--- config.mk ---
export PLATFORM = sky130hd
export DESIGN_NAME = rv32i_dmem_bridge
export DESIGN_NICKNAME = d
export VERILOG_FILES = /design/src/rtl/rv32i_dmem_bridge.sv
export SDC_FILE = /design/constraint.sdc
export NUM_CORES = 1
export LEC_CHECK = 0
export BUFFER_PORTS_ARGS = -buffer_cell sky130_fd_sc_hd__buf_2
export CAP_MARGIN = 10
export CELL_PAD_IN_SITES_DETAIL_PLACEMENT = 1
export CELL_PAD_IN_SITES_GLOBAL_PLACEMENT = 1
export CORE_ASPECT_RATIO = 0.5
export CORE_MARGIN = 2
export CORE_UTILIZATION = 36
export DETAILED_ROUTE_END_ITERATION = 6
export HOLD_SLACK_MARGIN = 0.08
export PLACE_DENSITY = 0.77
export SLEW_MARGIN = 20
export SYNTH_ARGS = -nofsm -noshare
export SYNTH_HDL_FRONTEND = slang
export SYNTH_SLANG_ARGS = --single-unit
--- constraint.sdc ---
create_clock -name clk -period 2.1 [get_ports clk]
set_input_delay 0.105 -clock clk [delete_from_list [all_inputs] [get_ports clk]]
set_output_delay 0.105 -clock clk [all_outputs]
set_load 0.05 [all_outputs]
--- src/rtl/rv32i_dmem_bridge.sv ---
// RV32I data-memory bridge: turns pipeline load/store requests into Avalon-MM transactions.
// Optional one-entry posted write buffer enabled by defining RV32I_DMEM_WRBUF_EN.
module rv32i_dmem_bridge #(
  parameter int unsigned WAIT_TIMEOUT = 255
) (
  input  logic        clk,
  input  logic        reset_n,
  input  logic [31:0] addr,
  input  logic [31:0] wdata,
  input  logic [3:0]  st_be,
  input  logic        load,
  input  logic        store,
  output logic [31:0] ld_data,
  output logic        stall,
  output logic        bus_err,
  output logic [31:0] avm_address,
  output logic        avm_read,
  output logic        avm_write,
  output logic [31:0] avm_writedata,
  output logic [3:0]  avm_byteenable,
  input  logic        avm_waitrequest,
  input  logic [31:0] avm_readdata,
  input  logic        avm_readdatavalid
);

  localparam int unsigned CNT_W = 8;
  // Counter saturates at 255, so larger limits behave as 255.
  localparam logic [CNT_W:0] TIMEOUT_LIM =
    (WAIT_TIMEOUT > 255) ? 9'd255 : (CNT_W+1)'(WAIT_TIMEOUT);
  localparam logic [31:0] TIMEOUT_DATA = 32'hDEAD_BEEF;

  typedef enum logic [2:0] {IDLE, RD_REQ, RD_WAIT, RD_DONE, WR_REQ} state_e;

  state_e             state_q, state_d;
  logic               avm_read_q, avm_read_d;
  logic               avm_write_q, avm_write_d;
  logic [31:0]        avm_address_q, avm_address_d;
  logic [31:0]        avm_writedata_q, avm_writedata_d;
  logic [3:0]         avm_be_q, avm_be_d;
  logic [31:0]        ld_data_q, ld_data_d;
  logic               bus_err_q, bus_err_d;
  logic [CNT_W-1:0]   cnt_q, cnt_d;
  logic               wr_pend_c;
  logic               wr_busy_c;

`ifdef RV32I_DMEM_WRBUF_EN
  // The avm write registers double as the one-entry buffer.
  assign wr_pend_c = avm_write_q;
  assign wr_busy_c = avm_write_q | (state_q != IDLE);
`else
  logic wr_done_q, wr_done_d;
  // wr_done_q marks the completion cycle, where the held store must not relaunch.
  assign wr_pend_c = 1'b0;
  assign wr_busy_c = !((state_q == IDLE) && wr_done_q);
`endif

  assign stall = reset_n & ((load & (state_q != RD_DONE)) |
                            (store & wr_busy_c) |
                            (load & wr_pend_c));

  assign ld_data        = ld_data_q;
  assign bus_err        = bus_err_q;
  assign avm_address    = avm_address_q;
  assign avm_read       = avm_read_q;
  assign avm_write      = avm_write_q;
  assign avm_writedata  = avm_writedata_q;
  assign avm_byteenable = avm_be_q;

  always_ff @(posedge clk or negedge reset_n) begin
    if (!reset_n) begin
      state_q         <= IDLE;
      avm_read_q      <= 1'b0;
      avm_write_q     <= 1'b0;
      avm_address_q   <= '0;
      avm_writedata_q <= '0;
      avm_be_q        <= '0;
      ld_data_q       <= '0;
      bus_err_q       <= 1'b0;
      cnt_q           <= '0;
`ifndef RV32I_DMEM_WRBUF_EN
      wr_done_q       <= 1'b0;
`endif
    end else begin
      state_q         <= state_d;
      avm_read_q      <= avm_read_d;
      avm_write_q     <= avm_write_d;
      avm_address_q   <= avm_address_d;
      avm_writedata_q <= avm_writedata_d;
      avm_be_q        <= avm_be_d;
      ld_data_q       <= ld_data_d;
      bus_err_q       <= bus_err_d;
      cnt_q           <= cnt_d;
`ifndef RV32I_DMEM_WRBUF_EN
      wr_done_q       <= wr_done_d;
`endif
    end
  end

  always_comb begin
    state_d         = state_q;
    avm_read_d      = avm_read_q;
    avm_write_d     = avm_write_q;
    avm_address_d   = avm_address_q;
    avm_writedata_d = avm_writedata_q;
    avm_be_d        = avm_be_q;
    ld_data_d       = ld_data_q;
    bus_err_d       = 1'b0;
    cnt_d           = cnt_q;
`ifdef RV32I_DMEM_WRBUF_EN
    if (avm_write_q && !avm_waitrequest) avm_write_d = 1'b0;
`else
    wr_done_d       = 1'b0;
`endif

    case (state_q)
      IDLE: begin
        if (load) begin
          if (!wr_pend_c) begin
            state_d       = RD_REQ;
            avm_read_d    = 1'b1;
            avm_address_d = addr;
            avm_be_d      = 4'b1111;
          end
        end else if (store) begin
`ifdef RV32I_DMEM_WRBUF_EN
          if (!avm_write_q) begin
`else
          if (!wr_done_q) begin
            state_d         = WR_REQ;
`endif
            avm_write_d     = 1'b1;
            avm_address_d   = addr;
            avm_writedata_d = wdata;
            avm_be_d        = st_be;
          end
        end
      end
      RD_REQ: begin
        if (!avm_waitrequest) begin
          avm_read_d = 1'b0;
          cnt_d      = '0;
          if (avm_readdatavalid) begin
            ld_data_d = avm_readdata;
            state_d   = RD_DONE;
          end else begin
            state_d   = RD_WAIT;
          end
        end
      end
      RD_WAIT: begin
        if (avm_readdatavalid) begin
          ld_data_d = avm_readdata;
          state_d   = RD_DONE;
        end else begin
          cnt_d = (cnt_q == '1) ? cnt_q : cnt_q + CNT_W'(1);
          if (({1'b0, cnt_q} + 9'd1) >= TIMEOUT_LIM) begin
            ld_data_d = TIMEOUT_DATA;
            bus_err_d = 1'b1;
            state_d   = RD_DONE;
          end
        end
      end
      RD_DONE: state_d = IDLE;
`ifndef RV32I_DMEM_WRBUF_EN
      WR_REQ: begin
        if (!avm_waitrequest) begin
          avm_write_d = 1'b0;
          wr_done_d   = 1'b1;
          state_d     = IDLE;
        end
      end
`endif
      default: state_d = IDLE;
    endcase
  end

endmodule
== After elaboration in Yosys (flattened, before gate mapping) ==
Index checks and enable logic that the tools add are counted.
Cells by class
  reductions and logical operators: 14
  add/subtract/negate cells: 2
  bitwise operators: 6
  $lt $le $gt $ge: 1
  equal/unequal tests: 18
  mux-type cells: 36
Operator list (count)
  $mux W32: 7
  $pmux W32 S2: 1
  $mux W8: 3
  $mux W3: 7
  $ne A2 B2 Y1 const B: 10
  $pmux W8 S2: 1
  $mux W4: 3
  $pmux W3 S4: 1
  $reduce_and A4 Y1: 3
  $mux W1: 11
  $reduce_and A5 Y1: 2
  $add A8 B1 Y9 const B: 1
  $ge A9 B8 Y1 const B: 1
  $ne A3 B3 Y1 const B: 3
  $add A8 B1 Y8 const B: 1
  $eq A8 B8 Y1 const B: 1
  $reduce_bool A2 Y1: 4
  $reduce_and A3 Y1: 2
  $pmux W1 S2: 2
  $and A1 B1 Y1: 3
  $eq A3 B1 Y1 const B: 1
  $eq A3 B2 Y1 const B: 1
  $eq A3 B3 Y1 const B: 1
  $logic_not A3 Y1: 1
  5 further kinds: 6
Storage, ports and cells
  bits in registers: 115
  output and inout bits: 104
  word-level logic and storage cells: 87

== Logic depth before layout (Yosys ltp) ==
  word-level depth: 6
  mapped depth: 7
  gate-level depth less buffers: 6

== Worst setup path before layout ==
No wires, ideal clock.
  path kind: register -> register
  start point: register cnt_q[0]
  end point: register ld_data_q[17], in the netlist ld_data[17]
  arrival time: 1662 ps
  path slack: 318 ps
  clock period less this slack: 1782 ps
  cell stages (with the launch flop): 8
  path buffers: 1
  data required time: 1980 ps
  cells stage by stage: dfrtp_1 inv_1 ha_1 o21ba_2 nor3_1 a21oi_2 buf_2 a31o_2
Between the ends
  longest elaborated chain between the ends: 4
Ends and longest elaborated chain
  start, declared: RTL line 42  | logic [CNT_W-1:0] cnt_q, cnt_d;
  start signal, assigned: RTL line 92  | cnt_q <= cnt_d;
  $add A8 B1 Y9: RTL line 156  | if (({1'b0, cnt_q} + 9'd1) >= TIMEOUT_LIM) begin
  $ge A9 B8 Y1: RTL line 156
  $ne A3 B3 Y1 (no line)
  $reduce_and A4 Y1 (no line)
  end signal, assigned: RTL line 90  | ld_data_q <= ld_data_d;
  end, declared: RTL line 40  | logic [31:0] ld_data_q, ld_data_d;
No other way between the ends.
A chain may end at the register's enable or synchronous reset.

== Worst setup path in the final report ==
  start point: register state_q[1]
  end point: register ld_data_q[12], in the netlist ld_data[12]
Between the ends
  longest elaborated chain between the ends: 3
  elaborated cells on any way between the ends: 8
  classes of those cells: 5 x eq/ne; 1 x mux; 2 x reduce/logical
Ends and longest elaborated chain
  start, declared: RTL line 34  | state_e state_q, state_d;
  start signal, assigned: RTL line 84  | state_q <= state_d;
  $eq A3 B2 Y1 / $eq A3 B1 Y1 (equally long branches): RTL line 115  | case (state_q)
  $ne A3 B3 Y1 (no line) (tied with other cells)
  $reduce_and A4 Y1 (no line)
Several ways; a longest one is shown, not always the timed one.

==> run_results.csv <==
group,metric,value,unit
placement,place.port_buffers,209,
setup_path,critical_path_class,"register to register",
logic_synthesis,synth_edf_count,0,
power,netSwitchingFraction,0.4925,
die,die_x,167.9,µm
setup_path,startpoint_type,"register",
clocking,h-tree-depth,4,
logic_synthesis,avgSynthCellArea,12.69,µm²
sta,worst_slew_pin_slew,0.6889,ns
logic_synthesis,yosysTopAreaCell,"dfrtp_1",
finish,instances_no_fill,888,
logic_synthesis,synth_top_family_by_area,"multiplexers",
die,fp.dieH,85.94,µm
global_routing,grt_max_degree,116,
setup_path,cp_max_fo,24,
logic_synthesis,yosys.area_share.simple,0.06705,
power,power_density,1882,nW/µm²
logic_synthesis,synth.distinct_cells,46,
setup_path,worstPathRequired,2.38,ns
placement,gp_congestion,0.8248,
placement,hpwl,9521,µm
global_routing,grt_pass1_wl,27930,µm
power,power.share.clock,0.201,
global_routing,first_global_vias,5190,
die,core,12880,µm²
placement,post-place-cells,747,
drt,wl_per_cell,20.11,µm
finish,final_common_cell,"buf_2",
logic_synthesis,synth_flop_cell,"dfrtp_1",
worst_hold_path,min_path_type,"primary input to register",
power,p_switching,7183,µW
clocking,path_clk_slew,0.06,ns
power,peakVddDrop,1.041,mV
clocking,cts_buffers,17,
logic_synthesis,synth_area,4833,µm²
logic_synthesis,synth_nets,489,
sta,finalSetupViolCount,0,
drt,vias,4532,
power,intPower,7401,µW
drt,drc_errors,0,
setup_path,worst_path_largest_cell_delay,0.50,ns
sta,relSlewSlack,0.5376,
setup_path,cp_cell_sequence,"nand4bb_1 > a211o_1 > buf_4 > o22ai_1 > a21oi_1",
power,p_seq_frac,0.276,
setup_path,slowest_stage,"dfrtp_1",
logic_synthesis,synthCells,381,
global_routing,track_usage,0.2523,
sta,final-max-slew-violation-count,0,
power,cellLeakagePower,0.003628,µW
drt,totalWireLength,17850,µm
sta,final_hold_viol_count,0,
logic_synthesis,synth_xor_area_frac,0.003624,
sta,fmax,513.4,MHz
finish,area_delta_synth_final,60.32,%
logic_synthesis,synth.area.top_cells,"dfrtp_1, mux2_2, o22ai_1, a21oi_1, nor2_1",
logic_synthesis,synthMuxAreaShare,0.1553,
worst_hold_path,min_path_cells,3,
logic_synthesis,ys_ff_latch,115,
logic_synthesis,synth_adder_area_share,0.005177,
sta,finalWorstSetupSlack,0.1523,ns
setup_path,worst_setup_path_end_kind,"register",
sta,period_minus_slack,1.948,ns
sta,fin_crit_sh,0.9275,
clocking,root_buffer,"clkbuf_16",
sta,rsz0062_at_grt,"true",
placement,post-place-ws,-0.06829,ns
logic_synthesis,synth-seq-area-share,0.5954,
logic_synthesis,yosys_warnings,0,
flow_run,cap_violations,0,
logic_synthesis,synth_top_area_share,0.5954,
logic_synthesis,synth_compound_area_frac,0.1385,
die,dieArea,14430,µm²
logic_synthesis,ys_async_sr_fraction,1.000,
die,rows,29,
global_routing,overflow,0,
die,ioPinCount,210,
clocking,clkLatencyLatePin,0.41,ns
clocking,cts_tree,"done",
setup_path,crit_arrival,2.23,ns
drt,vias_per_cell,5.104,
die,start_util,0.3752,
finish,nets,812,
sta,clock_skew,0.006272,ns
drt,drtIter0Drc,197,
clocking,clock_path_buffers,2,
finish,layout_common_cells,"buf_2, dfrtp_1, dlygate4sd3_1",
drt,first_pass_iters,5,
setup_path,r2r_cells,5,
sta,hold_slack,0.1164,ns
power,p_comb_frac,0.523,
clocking,cts_sinks,115,
drt,postRouteAntennaNets,0,
finish,layout-drive-gt1-share,0.4672,
run_status,status,"finished clean",
global_routing,grt_antenna_before_repair,0,
power groups by stage:
stage	clock network, µW	logic [µW]	registers [µW]
2_1_floorplan	0	2110	7390
3_3_place_gp	0	7220	3890
3_5_place_dp	0	7340	3960
4_1_cts	2950	7510	3950
5_1_grt	3070	7980	4170
6_report	2930	7630	4020
metal layers:
metal | wire length [µm] | track usage
met1 | 6550 | 0.2580
met2 | 9802 | 0.4906
met3 | 724 | 0.04938
met4 | 777 | 0.1431
met5 | 0 | 0
registers in the layout (all words and copies together), names as in the netlist:
register	count
avm_address	32
avm_writedata	32
ld_data	32
cnt_q	8
avm_byteenable	4
state_q	3
avm_read	1
avm_write	1
bus_err	1
wr_done_q	1
cells in the mapped netlist (3+ instances only):
cell / n
mux2i_1: 3
o21ai_0: 7
a22o_1: 8
nand2_1: 6
nand4_1: 4
inv_1: 6
a21oi_1: 31
o22ai_1: 25
clkbuf_1: 3
mux2_2: 64
dfrtp_1: 115
a31o_2: 8
o22a_1: 4
nor2_1: 34
nand3_1: 3
buf_2: 15
buf_4: 5
logic make-up (layout without fill, tap and decap cells):
logic type      Yosys count  in the layout
compound gates          101            101
xor+xnor                  2              2
fa+ha+maj                 2              2
buf+inv                  31            367
flops                   115            115
mux                      67             67
other cells               0              1
simple gates             63             63
what timing repair did:
item                                    CTS  global route
resized for setup                         1             1
gates cloned                              0             0
buffers inserted                          0             5
endpoints found under the setup margin   20            17
hold endpoints to repair                219             0
hold buffers                            103             0
pin swaps                                 0             1
critical path: cells and delay by family (launching register included):
family                 cells  cell delay, ns
DFF                        1            0.50
buffers and inverters      1            0.23
AOI/OAI and AO/OA          3            0.67
and+or+nand+nor            1            0.41
cell type report:
| class | count | area (µm²) |
|---|---|---|
| fill | 1373 | 5132 |
| tap | 170 | 212.7 |
| sequential | 115 | 2878 |
| timing repair buffer | 329 | 2245 |
| antenna | 1 | 2.502 |
| clock inverter | 11 | 135.1 |
| inverter | 6 | 22.52 |
| multi-input combinational | 235 | 1803 |
| clock buffer | 21 | 450.4 |
stage by stage:
stage                 util  setup TNS, ns  power, µW  instance area (µm²)
floorplan                -              0       9498                 4833
global placement    0.4720      -0.005506      11110                 6080
detailed placement  0.4720         -1.191      11300                 6080
CTS                 0.5981              0      14410                 7704
global route        0.6014       -0.02636      15220                 7746
finish              0.6016              0      14580                 7749
path summary, 6_finish.rpt:
path                              startpoint         endpoint  slack (ns)
max                               state_q[1]      ld_data[12]        0.15
min                        avm_readdatavalid       state_q[0]        0.12
max reg2reg                       state_q[1]      ld_data[12]        0.15
min reg2reg                  avm_address[10]  avm_address[10]        0.50
max in group asynchronous            reset_n      ld_data[22]        1.25
min in group asynchronous            reset_n   avm_address[5]        0.36
(Power assumes the default switching activity.)
